**src/rtl/button_events.sv**
```systemverilog
// Decodes a debounced button level into press/release/click/long/double-click pulses.
// Optional auto-repeat in the long-press state is built only when BUTTON_REPEAT_EN is defined.
module button_events #(
  parameter logic PRESSED_LEVEL = 1'b0,
  parameter int   LONG_DELAY    = 20,
  parameter int   DOUBLE_DELAY  = 18,
  parameter int   REPEAT_DELAY  = 18
) (
  input  logic       clock,
  input  logic       reset,
  input  logic       signal,
  output logic       held,
  output logic       press,
  // "release" is a reserved word in SystemVerilog, so the release pulse carries a suffix.
  output logic       release_event,
  output logic       click,
  output logic       long_press,
  output logic       double_click,
  output logic       repeat_tick,
  output logic [2:0] debug_state
);

  localparam int CW_LD = (LONG_DELAY > DOUBLE_DELAY) ? LONG_DELAY : DOUBLE_DELAY;
  localparam int CW    = (CW_LD > REPEAT_DELAY) ? CW_LD : REPEAT_DELAY;

  localparam logic [CW-1:0] CNT_ONE     = {{(CW-1){1'b0}}, 1'b1};
  localparam logic [CW-1:0] LONG_TERM   = {CW{1'b1}} >> (CW - LONG_DELAY);
  localparam logic [CW-1:0] DOUBLE_TERM = {CW{1'b1}} >> (CW - DOUBLE_DELAY);

  localparam logic [2:0] S_IDLE     = 3'd0;
  localparam logic [2:0] S_PRESSED  = 3'd1;
  localparam logic [2:0] S_LONG     = 3'd2;
  localparam logic [2:0] S_WAIT2    = 3'd3;
  localparam logic [2:0] S_PRESSED2 = 3'd4;

  logic          pressed;
  logic [2:0]    state;
  logic [2:0]    state_nxt;
  logic [CW-1:0] cnt;
  logic [CW-1:0] cnt_nxt;

  logic press_nxt;
  logic release_nxt;
  logic click_nxt;
  logic long_nxt;
  logic double_nxt;

  assign pressed     = (signal == PRESSED_LEVEL);
  assign debug_state = state;

`ifdef BUTTON_REPEAT_EN
  localparam logic [CW-1:0] REPEAT_TERM = {CW{1'b1}} >> (CW - REPEAT_DELAY);
  logic repeat_nxt;
  logic repeat_q;
  assign repeat_tick = repeat_q;
`else
  assign repeat_tick = 1'b0;
`endif

  // Release beats the long terminal and press beats the window terminal,
  // because the level checks come first in each state.
  always_comb begin
    state_nxt   = state;
    cnt_nxt     = cnt;
    press_nxt   = 1'b0;
    release_nxt = 1'b0;
    click_nxt   = 1'b0;
    long_nxt    = 1'b0;
    double_nxt  = 1'b0;
`ifdef BUTTON_REPEAT_EN
    repeat_nxt  = 1'b0;
`endif

    case (state)
      S_IDLE: begin
        cnt_nxt = '0;
        if (pressed) begin
          state_nxt = S_PRESSED;
          press_nxt = 1'b1;
        end
      end

      S_PRESSED: begin
        if (!pressed) begin
          state_nxt   = S_WAIT2;
          release_nxt = 1'b1;
        end else if (cnt == LONG_TERM) begin
          state_nxt = S_LONG;
          long_nxt  = 1'b1;
        end else begin
          cnt_nxt = cnt + CNT_ONE;
        end
      end

      S_LONG: begin
        if (!pressed) begin
          state_nxt   = S_IDLE;
          release_nxt = 1'b1;
        end else begin
`ifdef BUTTON_REPEAT_EN
          if (cnt == REPEAT_TERM) begin
            repeat_nxt = 1'b1;
            cnt_nxt    = '0;
          end else begin
            cnt_nxt = cnt + CNT_ONE;
          end
`else
          cnt_nxt = '0;
`endif
        end
      end

      S_WAIT2: begin
        if (pressed) begin
          state_nxt = S_PRESSED2;
          press_nxt = 1'b1;
        end else if (cnt == DOUBLE_TERM) begin
          state_nxt = S_IDLE;
          click_nxt = 1'b1;
        end else begin
          cnt_nxt = cnt + CNT_ONE;
        end
      end

      S_PRESSED2: begin
        if (!pressed) begin
          state_nxt   = S_IDLE;
          release_nxt = 1'b1;
          double_nxt  = 1'b1;
        end else if (cnt == LONG_TERM) begin
          // The first press has become a lone click; the second one is now a long press.
          state_nxt = S_LONG;
          click_nxt = 1'b1;
          long_nxt  = 1'b1;
        end else begin
          cnt_nxt = cnt + CNT_ONE;
        end
      end

      default: begin
        state_nxt = S_IDLE;
        cnt_nxt   = '0;
      end
    endcase

    if (state_nxt != state) begin
      cnt_nxt = '0;
    end
  end

  always_ff @(posedge clock) begin
    if (reset) begin
      state         <= S_IDLE;
      cnt           <= '0;
      held          <= 1'b0;
      press         <= 1'b0;
      release_event <= 1'b0;
      click         <= 1'b0;
      long_press    <= 1'b0;
      double_click  <= 1'b0;
    end else begin
      state         <= state_nxt;
      cnt           <= cnt_nxt;
      held          <= pressed;
      press         <= press_nxt;
      release_event <= release_nxt;
      click         <= click_nxt;
      long_press    <= long_nxt;
      double_click  <= double_nxt;
    end
  end

`ifdef BUTTON_REPEAT_EN
  always_ff @(posedge clock) begin
    if (reset) begin
      repeat_q <= 1'b0;
    end else begin
      repeat_q <= repeat_nxt;
    end
  end
`endif

endmodule

```
**config.mk**
```make
export PLATFORM = sky130hd
export DESIGN_NAME = button_events
export DESIGN_NICKNAME = d
export VERILOG_FILES = /design/src/rtl/button_events.sv
export SDC_FILE = /design/constraint.sdc
export NUM_CORES = 1
export LEC_CHECK = 0
export ABC_AREA = 1
export CORE_MARGIN = 4
export CORE_UTILIZATION = 49
export CTS_CLUSTER_SIZE = 25
export DETAILED_ROUTE_END_ITERATION = 10
export PLACE_DENSITY = 0.66
export SLEW_MARGIN = 20
export SYNTH_ARGS = -nofsm -noshare
export SYNTH_HDL_FRONTEND = slang
export SYNTH_SLANG_ARGS = --single-unit
```
**constraint.sdc**
```tcl
create_clock -name clock -period 2.21 [get_ports clock]
set_clock_uncertainty 0.15 [all_clocks]
set_input_delay 0.221 -clock clock [delete_from_list [all_inputs] [get_ports clock]]
set_output_delay 0.221 -clock clock [all_outputs]
set_load 0.02 [all_outputs]
```
==> results of run 1 <==
-- sequential cells by signal, indices dropped and copies added, names as in the netlist --
name / count
debug_state: 3
click: 1
double_click: 1
cnt: 20
held: 1
press: 1
release_event: 1
long_press: 1
-- stage by stage --
step	instance area (µm²)	instances
floorplan	1940	311
global placement	2120	371
detailed placement	2120	371
CTS	2240	379
global route	2260	381
finish	2260	381
-- area by class of cell --
| type | instances | area share [%] |
|---|---|---|
| clock buffer | 7 | 3.82 |
| clock inverter | 1 | 1.33 |
| inverter | 37 | 6.54 |
| multi-input combinational | 237 | 50.2 |
| sequential | 29 | 25.8 |
| tap | 48 | 2.66 |
| timing repair buffer | 22 | 9.64 |
-- how the worst max path moves through the flow --
stage	startpoint	end	slack, ns	cells after the start
floorplan	cnt[0]	cnt[13]	0.23	12
CTS	cnt[1]	cnt[2]	0.13	16
finish	cnt[0]	cnt[2]	0.17	16
global placement	cnt[1]	cnt[2]	0.22	16
detailed placement	cnt[1]	cnt[2]	0.14	16
global route	cnt[0]	cnt[5]	-0.02	16
-- per-layer routing --
metal	GRT usage (%)	routed length [µm]
met1	28.4	2350
met5	0	0
met4	6.89	71
met3	4.26	128
met2	28.4	1790
-- worst max-delay path: cells and delay by family (launching register included) --
kind | cells | cell delay [ns]
adders and majority gates | 1 | 0.19
buffers and inverters | 4 | 0.38
and+or+nand+nor | 11 | 0.93
DFF | 1 | 0.35
-- power breakdown --
part | switching [µW] | internal (µW)
Combinational | 126 | 68.0
Sequential | 9.69 | 532
Clock | 199 | 367
Total | 334 | 967
-- cells by family after synthesis --
family | count (synthesis)
XOR/XNOR | 11
AND/OR/NAND/NOR | 207
adder cells (fa/ha/maj) | 1
AO/OA/AOI/OAI | 17
buffers and inverters | 45
flip-flops | 29
other | 1
-- cell usage in the layout, fill, tap and decap left out, types with 2 or more instances in the layout --
| cell type | instances |
|---|---|
| o21ai_1 | 2 |
| o21ai_0 | 5 |
| nor2_4 | 4 |
| clkdlybuf4s50_1 | 11 |
| clkbuf_8 | 6 |
| nand2_1 | 91 |
| inv_1 | 34 |
| buf_4 | 9 |
| nor2_1 | 64 |
| nor2_2 | 10 |
| xnor2_1 | 4 |
| nand2_2 | 5 |
| nand3_1 | 19 |
| nand4_1 | 4 |
| dfxtp_1 | 28 |
| nor3_1 | 5 |
| a21oi_1 | 8 |
| xor2_1 | 7 |
| buf_12 | 2 |
| nand2_4 | 2 |
-- repair_timing --
item	in CTS	in global routing
resized for setup	0	3
endpoints found under the setup margin	0	16
buffers inserted	0	2
hold buffers	0	0
==> impl_metrics.env, run 1 <==
export IMPL_clock_sinks=29
export IMPL_synth_compound_area_share_pct=4.59
export IMPL_fp_dieW_um=70.9
export IMPL_finalSetupViolations=0
export IMPL_crit_fanout=25
export IMPL_grt_pass1_vias=1768
export IMPL_status="complete, no violations"
export IMPL_synthSimpleGateAreaFrac_pct=48.1
export IMPL_synthesis_area_mm2=0.00194
export IMPL_rrSetupSlack_ns=0.17
export IMPL_cts_path_max_buffers=2
export IMPL_post_place_ws_ns=0.136
export IMPL_register_area_um2=582
export IMPL_via_count=1828
export IMPL_drive_gt1_share_pct=14.1
export IMPL_n_fill_cell=384
export IMPL_numCtsBuffers=5
export IMPL_synthTopCellsByArea="dfxtp_1 30%, nand2_1 18%, nor2_1 12%"
export IMPL_pin_count=13
export IMPL_power_total_uw=1300
export IMPL_grt_first_pass_wirelength_um=7980
export IMPL_synth_main_ff_cell="dfxtp_1"
export IMPL_timing_hold_worst_start="cnt[1]"
export IMPL_portBuffers=11
export IMPL_critPathKind="flop to flop"
export IMPL_area_growth_pct=16.6
export IMPL_reg2reg_depth=16
export IMPL_r2r_end="cnt[2]"
export IMPL_slowest_stage="dfxtp_1"
export IMPL_slew_violations=0
export IMPL_fin_nets=336
export IMPL_h_tree_depth=2
export IMPL_start_kind="flop"
export IMPL_drtPass1Iterations=4
export IMPL_timing_final_crit_share_pct=92.3
export IMPL_yosys_area_top_type_share_pct=30.0
export IMPL_clk_latency_ns=0.28
export IMPL_postRouteAntennaNets=0
export IMPL_synth_mux_area_share_pct=0
export IMPL_detail_route_wl_per_cell_um=11.4
export IMPL_max_cap_viol_count=0
export IMPL_dr_first_iter_drc_count=129
export IMPL_avgViaCountPerCell=4.80
export IMPL_cts_tree="done"
export IMPL_crit_chain="ha_2 -> nand2_2 -> nor2_4 -> nand2_4 -> nor2_8 -> nand2_4 -> clkinv_2 -> nand2_2 -> nand2_2 -> nor2_4 -> buf_12 -> inv_8 -> nand2_1 -> nand2_1 -> inv_1 -> nor2_2"
export IMPL_synth_edff_count=0
export IMPL_synth_top_family_by_area="simple AND/OR/NAND/NOR gates"
export IMPL_avgSynthCellArea_um2=6.23
export IMPL_initial_core_util_pct=51.7
export IMPL_place_congestion=0.889
export IMPL_drc=0
export IMPL_r2r_start="cnt[0]"
export IMPL_clkTransAtPathRegs_ns=0.06
export IMPL_synth_commonest_cells="91 x nand2_1, 64 x nor2_1, 34 x inv_1, 29 x dfxtp_1, 19 x nand3_1"
export IMPL_synthAdderAreaFrac_pct=0.646
export IMPL_ys_seq_area_share_pct=30.0
export IMPL_grt_start_max_net_pins=26
export IMPL_yosysTopAreaCell="dfxtp_1"
export IMPL_vdd_drop_max_uv=449
export IMPL_synthCells=311
export IMPL_max_freq_mhz=490
export IMPL_multi_input_area_mm2=0.00113
export IMPL_fin_crit_ns=2.04
export IMPL_critPathMostFrequentCell="nand2_2"
export IMPL_yosysMostFrequentCell="nand2_1"
export IMPL_die_area_mm2=0.00502
export IMPL_worst_setup_path_end_kind="flop"
export IMPL_antenna_found_initial=0
export IMPL_hp_class="flop to flop"
export IMPL_synth_seq_cells=29
export IMPL_core_area_mm2=0.00374
export IMPL_grt_overflow=0
export IMPL_power_leakage_uw=0.000929
export IMPL_num_rows=22
export IMPL_setup_slack_ns=0.170
export IMPL_wirelength_um=4340
export IMPL_yosysWarnings=0
export IMPL_finalHoldViolCount=0
export IMPL_tns_ns=0
export IMPL_whs_ns=0.406
export IMPL_dp_hpwl_um=3230
export IMPL_synth_xor_area_share_pct=4.97
export IMPL_power_density_mw_per_mm2=576
export IMPL_antenna_cells=0
export IMPL_worst_ep_required_time_ns=2.29
export IMPL_holdPathStages=2
export IMPL_holdPathEnd="cnt[1]"
export IMPL_die_height_um=70.9
export IMPL_synth_fp_nets=315
export IMPL_final_core_util_pct=60.3
export IMPL_cp_arrival_ns=2.12
export IMPL_synthDistinctLibCells=30
export IMPL_track_usage_pct=19.6
export IMPL_synthArstFlopShare_pct=0
export IMPL_cts_root_buf="clkbuf_8"
export IMPL_max_stage_delay_ns=0.35
Power figures use the tool's default switching activity.
==> inputs of run 2 (changes only) <==
ABC_AREA = default   (was 1)
PLACE_DENSITY = 0.67   (was 0.66)
SKIP_CTS_REPAIR_TIMING = 1   (was default)
==> impl_metrics.env, run 2 <==
export IMPL_status="finished with violations"
export IMPL_violations="setup timing"
export IMPL_max_freq_mhz=421
export IMPL_die_height_um=65.3
export IMPL_worst_setup_path_end_kind="flop"
export IMPL_largest_register="cnt"
export IMPL_fin_crit_ns=2.37
export IMPL_synthTopCellsByArea="dfxtp_1 36%, a21oi_1 7.8%, or4_1 5.6%"
export IMPL_avgViaCountPerCell=5.71
export IMPL_final_common_cell="buf_4"
export IMPL_yosysMostFrequentCell="dfxtp_1"
export IMPL_area_growth_pct=38.6
export IMPL_mostFrequentLayoutCells="46 x buf_4, 23 x a21oi_1, 18 x dfxtp_1"
export IMPL_grt_start_max_net_pins=16
export IMPL_synthDistinctLibCells=44
export IMPL_h_tree_depth=2
export IMPL_detail_route_wl_per_cell_um=15.4
export IMPL_numCtsBuffers=5
export IMPL_timing_hold_worst_start="cnt[10]"
export IMPL_cts_root_buf="clkbuf_4"
export IMPL_timing_final_crit_share_pct=107
export IMPL_die_area_mm2=0.00426
export IMPL_clock_sinks=29
export IMPL_dr_first_iter_drc_count=91
export IMPL_synth_edff_count=0
export IMPL_ys_seq_area_share_pct=36.1
export IMPL_power_density_mw_per_mm2=448
export IMPL_vdd_drop_max_uv=314
export IMPL_fp_dieW_um=65.3
export IMPL_crit_fanout=5
export IMPL_r2r_end="cnt[8]"
export IMPL_critPathKind="flop to flop"
export IMPL_synthAdderAreaFrac_pct=0.779
export IMPL_via_count=1663
export IMPL_holdPathEnd="cnt[10]"
export IMPL_clk_latency_ns=0.33
export IMPL_power_leakage_uw=0.000772
export IMPL_cp_arrival_ns=2.48
export IMPL_dp_hpwl_um=3060
export IMPL_synth_top_family_by_area="simple AND/OR/NAND/NOR gates"
export IMPL_grt_overflow=0
export IMPL_antenna_cells=0
export IMPL_final_core_util_pct=71.7
export IMPL_rrSetupSlack_ns=-0.16
export IMPL_finalSetupViolations=20
export IMPL_yosysWarnings=0
export IMPL_worst_ep_required_time_ns=2.31
export IMPL_initial_core_util_pct=51.8
export IMPL_synthesis_area_mm2=0.00161
export IMPL_yosys_area_top_type_share_pct=36.1
export IMPL_grt_first_pass_wirelength_um=7010
export IMPL_holdPathStages=2
export IMPL_num_rows=20
export IMPL_whs_ns=0.400
export IMPL_synth_compound_area_share_pct=22.3
export IMPL_finalHoldViolCount=0
export IMPL_hp_class="flop to flop"
export IMPL_portBuffers=11
export IMPL_track_usage_pct=21.9
export IMPL_synth_seq_cells=29
export IMPL_start_kind="flop"
export IMPL_postRouteAntennaNets=0
export IMPL_synth_main_ff_cell="dfxtp_1"
export IMPL_synthCells=192
export IMPL_setup_slack_ns=-0.163
export IMPL_r2r_start="cnt[5]"
export IMPL_synthSimpleGateAreaFrac_pct=31.3
export IMPL_fin_nets=251
export IMPL_clkTransAtPathRegs_ns=0.09
export IMPL_synth_mux_area_share_pct=0.623
export IMPL_synth_xor_area_share_pct=2.49
export IMPL_drtPass1Iterations=4
export IMPL_avgSynthCellArea_um2=8.37
export IMPL_largest_reg_flops=20
export IMPL_yosysTopAreaCell="dfxtp_1"
export IMPL_synthArstFlopShare_pct=0
export IMPL_slew_violations=0
export IMPL_rsz0062_at_grt="true"
export IMPL_synth_fp_nets=196
export IMPL_wirelength_um=4480
export IMPL_max_cap_viol_count=0
export IMPL_place_congestion=0.828
export IMPL_pin_count=13
export IMPL_drc=0
export IMPL_drive_gt1_share_pct=36.4
export IMPL_grt_pass1_vias=1566
export IMPL_reg2reg_depth=9
export IMPL_core_area_mm2=0.00310
export IMPL_synth_commonest_cells="29 x dfxtp_1, 25 x a21oi_1, 14 x nand2_1, 12 x or4_1, 11 x o31ai_1"
export IMPL_antenna_found_initial=0
export IMPL_cts_path_max_buffers=2
export IMPL_cts_tree="done"
==> run 2: cell count changes after synthesis, sizes merged, moves of 9 or more <==
cell,change
nand2,-84
nor2,-71
inv,-32
a21oi,+17
or4,+12
nand3,-10
o31ai,+10
or3,+9
==> run 2: layer usage <==
metal / track usage (%) / routed length (µm) / up-vias
met2: 34.3 / 2120 / 49
met3: 5.98 / 214 / 6
met5: 0 / 0 / -
li1: - / - / 832
met1: 27.8 / 2080 / 776
met4: 10.1 / 68 / 0
==> run 2: stage by stage <==
stage	cells	total power (µW)	cell area (µm²)	TNS (ns)	worst slack (ns)
after floorplan	192	626	1670	-0.367	-0.102
after global placement	279	666	2080	-0.737	-0.109
after detailed placement	279	669	2080	-1.78	-0.138
after CTS	286	1000	2140	-1.26	-0.153
after global routing	291	1050	2230	-3.63	-0.225
final	291	998	2230	-2.28	-0.163
==> run 2: where the power goes <==
part           internal [µW]  leakage, µW  switching [µW]  total (µW)
clock network            150    0.0000314             178         328
registers                528     0.000240            5.18         534
logic                   62.9     0.000500            73.6         137
total                    741     0.000772             257         998
==> run 2: worst max-delay path, cell delays in order, from the launching register on <==
cell and delay, ns:
dfxtp_2 0.33, and3_4 0.21, nand3_4 0.07, or4_4 0.59, buf_4 0.16, buf_4 0.13, a22oi_2 0.26, buf_6 0.17
o31ai_1 0.07, a21oi_1 0.14
==> run 2: area by class of cell <==
type / instances / area [µm²]
multi-input cells: 145 / 1000
fillers: 269 / 877
flip-flops and latches: 29 / 594
repair buffers: 62 / 505
clock buffers: 7 / 55.1
well taps: 44 / 55.1
inverters: 4 / 15.0
==> run 2: how the worst max path moves through the flow <==
stage / to / start / slack [ns]
after global placement: cnt[0] / cnt[15] / -0.11
after detailed placement: cnt[0] / cnt[18] / -0.14
after global routing: cnt[13] / cnt[5] / -0.22
after CTS: cnt[0] / cnt[18] / -0.15
after floorplan: cnt[0] / cnt[11] / -0.10
final: cnt[8] / cnt[5] / -0.16
==> run 2: cells by family after synthesis <==
| group | Yosys count |
|---|---|
| XOR/XNOR | 3 |
| other | 1 |
| adder cells (fa/ha/maj) | 1 |
| AO/OA/AOI/OAI | 54 |
| buffers and inverters | 18 |
| flip-flops | 29 |
| AND/OR/NAND/NOR | 85 |
| multiplexers | 1 |
==> inputs of run 3 (changes only) <==
PLACE_DENSITY = 0.72   (was 0.67)
==> impl_metrics.env, run 3 (synthesis gave the netlist of run 2 again) <==
export IMPL_timing_max_slew_rel_slack_pct=65.1
export IMPL_drt_met1_wl_um=1950
export IMPL_wl_met2_um=2070
export IMPL_clkTransAtPathRegs_ns=0.10
export IMPL_h_tree_depth=2
export IMPL_largest_reg_flops=20
export IMPL_power_total_uw=1040
export IMPL_core_area_mm2=0.00310
export IMPL_drtPass1Iterations=4
export IMPL_fin_crit_ns=2.29
export IMPL_tns_ns=-1.06
export IMPL_numCtsBuffers=5
export IMPL_hp_class="flop to flop"
export IMPL_final_core_util_pct=71.8
export IMPL_largest_register="cnt"
export IMPL_clk_latency_ns=0.33
export IMPL_power_leakage_uw=0.000782
export IMPL_worst_setup_path_end_kind="flop"
export IMPL_initial_core_util_pct=51.8
export IMPL_wirelength_um=4390
export IMPL_cts_root_buf="clkbuf_4"
export IMPL_grt_start_max_net_pins=16
export IMPL_avgViaCountPerCell=5.86
export IMPL_dp_hpwl_um=3200
export IMPL_worst_ep_required_time_ns=2.28
export IMPL_max_stage_delay_ns=0.57
export IMPL_final_common_cell="buf_4"
export IMPL_start_kind="flop"
export IMPL_mostFrequentLayoutCells="47 x buf_4, 25 x a21oi_1, 17 x dfxtp_1"
export IMPL_place_congestion=0.904
export IMPL_antenna_found_initial=0
export IMPL_slew_violations=0
export IMPL_track_usage_pct=22.1
export IMPL_fin_cells=291
export IMPL_highest_layer="met4"
export IMPL_cp_arrival_ns=2.36
export IMPL_rsz0062_at_grt="true"
export IMPL_grt_pass1_vias=1603
export IMPL_vdd_drop_max_uv=321
export IMPL_crit_fanout=8
export IMPL_cts_tree="done"
export IMPL_setup_slack_ns=-0.0800
export IMPL_area_growth_pct=38.7
export IMPL_clock_sinks=29
export IMPL_grt_overflow=0
export IMPL_fin_nets=250
export IMPL_violations="setup timing"
export IMPL_via_count=1706
export IMPL_critPathKind="flop to flop"
export IMPL_worst_slew_pin_slew_ns=0.519
export IMPL_grt_first_pass_wirelength_um=7310
export IMPL_die_area_mm2=0.00426
export IMPL_dpl_cell_count=280
export IMPL_antenna_cells=0
export IMPL_portBuffers=11
export IMPL_timing_final_crit_share_pct=104
export IMPL_postRouteAntennaNets=0
export IMPL_finalSetupViolations=19
export IMPL_drc=0
export IMPL_finalHoldViolCount=0
export IMPL_drive_gt1_share_pct=35.6
export IMPL_die_height_um=65.3
export IMPL_status="finished with violations"
export IMPL_detail_route_wl_per_cell_um=15.1
export IMPL_whs_ns=0.392
export IMPL_route_met3_wl_um=273
export IMPL_slowest_stage="or4_4"
export IMPL_num_rows=20
export IMPL_pin_count=13
export IMPL_crit_chain="and3_4 -> nand3_4 -> or4_4 -> a221oi_4 -> buf_6 -> mux2i_1 -> nor2_1"
export IMPL_dr_first_iter_drc_count=101
export IMPL_max_freq_mhz=437
export IMPL_max_cap_viol_count=0
export IMPL_fp_dieW_um=65.3
export IMPL_power_density_mw_per_mm2=468
export IMPL_cts_path_max_buffers=2
run 3: cell types whose count changed in the layout (fill, tap and decap cells not counted), sizes merged:
cell    delta
buf        -1
clkinv     +1
run 3: report_power, final:
part           switching (µW)  internal (µW)  total, µW
Combinational            70.9           64.9        136
Clock                     188            184        372
Sequential               6.89            528        535
Total                     265            777       1040
run 3: area by class of cell:
type | count | area [µm²]
Clock buffer | 7 | 65.1
Tap cell | 44 | 55.1
Clock inverter | 1 | 5.00
Fill cell | 263 | 875
Timing Repair Buffer | 61 | 505
Multi-Input combinational cell | 145 | 987
Inverter | 4 | 15.0
Sequential cell | 29 | 596
run 3: path summary, 6_finish.rpt:
check	startpoint	endpoint	slack, ns	cells past startpoint
worst max-delay path	cnt[7]	cnt[0]	-0.08	7
worst min-delay path	cnt[10]	cnt[10]	0.39	2
worst max register to register	cnt[7]	cnt[0]	-0.08	7
worst min register to register	cnt[10]	cnt[10]	0.39	2
run 3: worst max-delay path: cells and delay by family, from the launching register on:
family	cells	cell delay, ns
buffers and inverters	1	0.18
and+or+nand+nor	4	0.91
AOI/OAI and AO/OA	1	0.40
DFF	1	0.34
muxes	1	0.20
run 3: metal layers:
layer	GRT usage, %	vias to the layer above
li1	-	834
met4	8.29	0
met1	29.0	803
met5	0	-
met3	5.47	12
met2	34.9	57
run 3: per-stage QoR:
stage | setup WS, ns | cell area (µm²)
floorplan | -0.102 | 1670
global placement | -0.0884 | 2100
detailed placement | -0.312 | 2100
CTS | -0.141 | 2170
global route | -0.181 | 2230
finish | -0.0800 | 2230
==> RTL change (settings of run 2) <==
Build with the macro `BUTTON_REPEAT_EN` defined.
--- a/src/rtl/button_events.sv
+++ b/src/rtl/button_events.sv
@@ -1,4 +1,6 @@
 // Decodes a debounced button level into press/release/click/long/double-click pulses.
 // Optional auto-repeat in the long-press state is built only when BUTTON_REPEAT_EN is defined.
+`define BUTTON_REPEAT_EN
+
 module button_events #(
   parameter logic PRESSED_LEVEL = 1'b0,
Formal check against the unedited RTL: no difference found for any inputs over 10 cycles, from zero or initial values and one cycle with reset high; that may be too few to reach the edited logic, so the function may still have changed.
==> RTL change against run 2 <==
Routed wire length fell by 5.4%. Power increased by 5.4%. Critical endpoint is now cnt[15]$_SDFFE_PP0P_. Setup slack better by 0.22 ns. Design area shrank 3.0%. Sequential cell count up 1. Area after synthesis is 0.86% lower.
==> RTL change: results (changes against run 2) <==
metric;value;unit;change
wire length on met3;299;µm;was 214 µm
vias in the first global route;1560;;was 1566
First-pass DRT Iterations;5;;was 4
area of the multi-input gates;1010;µm²;was 1000 µm²
CP delay by family, top;compound AO/OA/AOI/OAI gates;;was simple AND/OR/NAND/NOR gates
Multi-In Gates;147;;was 145
dpl cells;270;;was 279
PwrDens;487;nW/µm²;was 448 nW/µm²
Sequential cell area;611;µm²;was 594 µm²
Arrival @ worst endpoint;2.24;ns;was 2.48 ns
fraction of layout cells with a size suffix above 1;31.3;%;was 36.4%
Final Net Count;245;;was 251
Avg Vias per Cell;5.98;;was 5.71
Max VDD drop;0.307;mV;was 0.314 mV
gpl congestion;0.843;;was 0.828
GR Util met2;35.0;%;was 34.3%
syn avg cell area;8.34;µm²;was 8.37 µm²
Tot GR Track Use;20.5;%;was 21.9%
Inverters;5;;was 4
top post-synthesis cells by area;dfxtp_1, nor2_1, a21oi_1;;was dfxtp_1, a21oi_1, or4_1
CLK BUF;6;;was 7
post-synthesis register bit count;30;;was 29
Post-Syn Nets;195;;was 196
Critical Path Start;cnt[14]$_SDFFE_PP0P_;;was cnt[5]$_SDFFE_PP0P_
met2 wire length;2.07;mm;was 2.12 mm
largest net degree at the start of global routing;18;;was 16
Fillers;260;;was 269
Die ar.;4230;µm²;was 4260 µm²
IO buf count;12;;was 11
DR WL/cell;14.9;µm;was 15.4 µm
outcome;finished, final reports clean;;was complete, but fails checks
crit-path max cell delay;0.34;ns;was 0.59 ns
met1 usage;24.0;%;was 27.8%
post-synthesis xor/xnor area fraction;4.95;%;was 2.49%
first-pass GRT wire length;6.75;mm;was 7.01 mm
library cells used by synthesis;45;;was 44
Post-Synth Adder-Cell Area;0.786;%;was 0.779%
Post-Place Cell Area;1970;µm²;was 2080 µm²
post-synthesis sequential area ratio;37.7;%;was 36.1%
Slowest cell on crit path;dfxtp_1;;was or4_4
Compound-Gate Fraction of Synth Area;21.9;%;was 22.3%
DRT iter0 DRCs;122;;was 91
wl on met1;1.77;mm;was 2.08 mm
list of most frequent post-synthesis cells;dfxtp_1, nor2_1, a21oi_1;;was dfxtp_1, a21oi_1, nand2_1
routed wire length;4.24;mm;was 4.48 mm
## RTL change: per-stage QoR
stage | worst slack [ns] | TNS, ns | hold slack, ns
global route | -0.0299 | -0.194 | 0.380
finish | 0.0529 | 0 | 0.346
detailed placement | -0.0604 | -0.214 | 0.332
floorplan | -0.0461 | -0.0914 | 0.143
global placement | 0.00105 | 0 | 0.310
CTS | -0.0897 | -0.286 | 0.348
## RTL change: power by group
group	leakage [nW]	switching, W	internal (W)	total (W)
combinational	0.477	0.0000913	0.0000793	0.000171
clock	0.0302	0.000183	0.000143	0.000326
sequential	0.247	0.00000713	0.000548	0.000555
## RTL change: worst paths after layout
path	to
setup reg to reg	cnt[15]$_SDFFE_PP0P_
hold / removal	cnt[10]$_SDFFE_PP0P_
setup / recovery	cnt[15]$_SDFFE_PP0P_
hold reg to reg	cnt[10]$_SDFFE_PP0P_
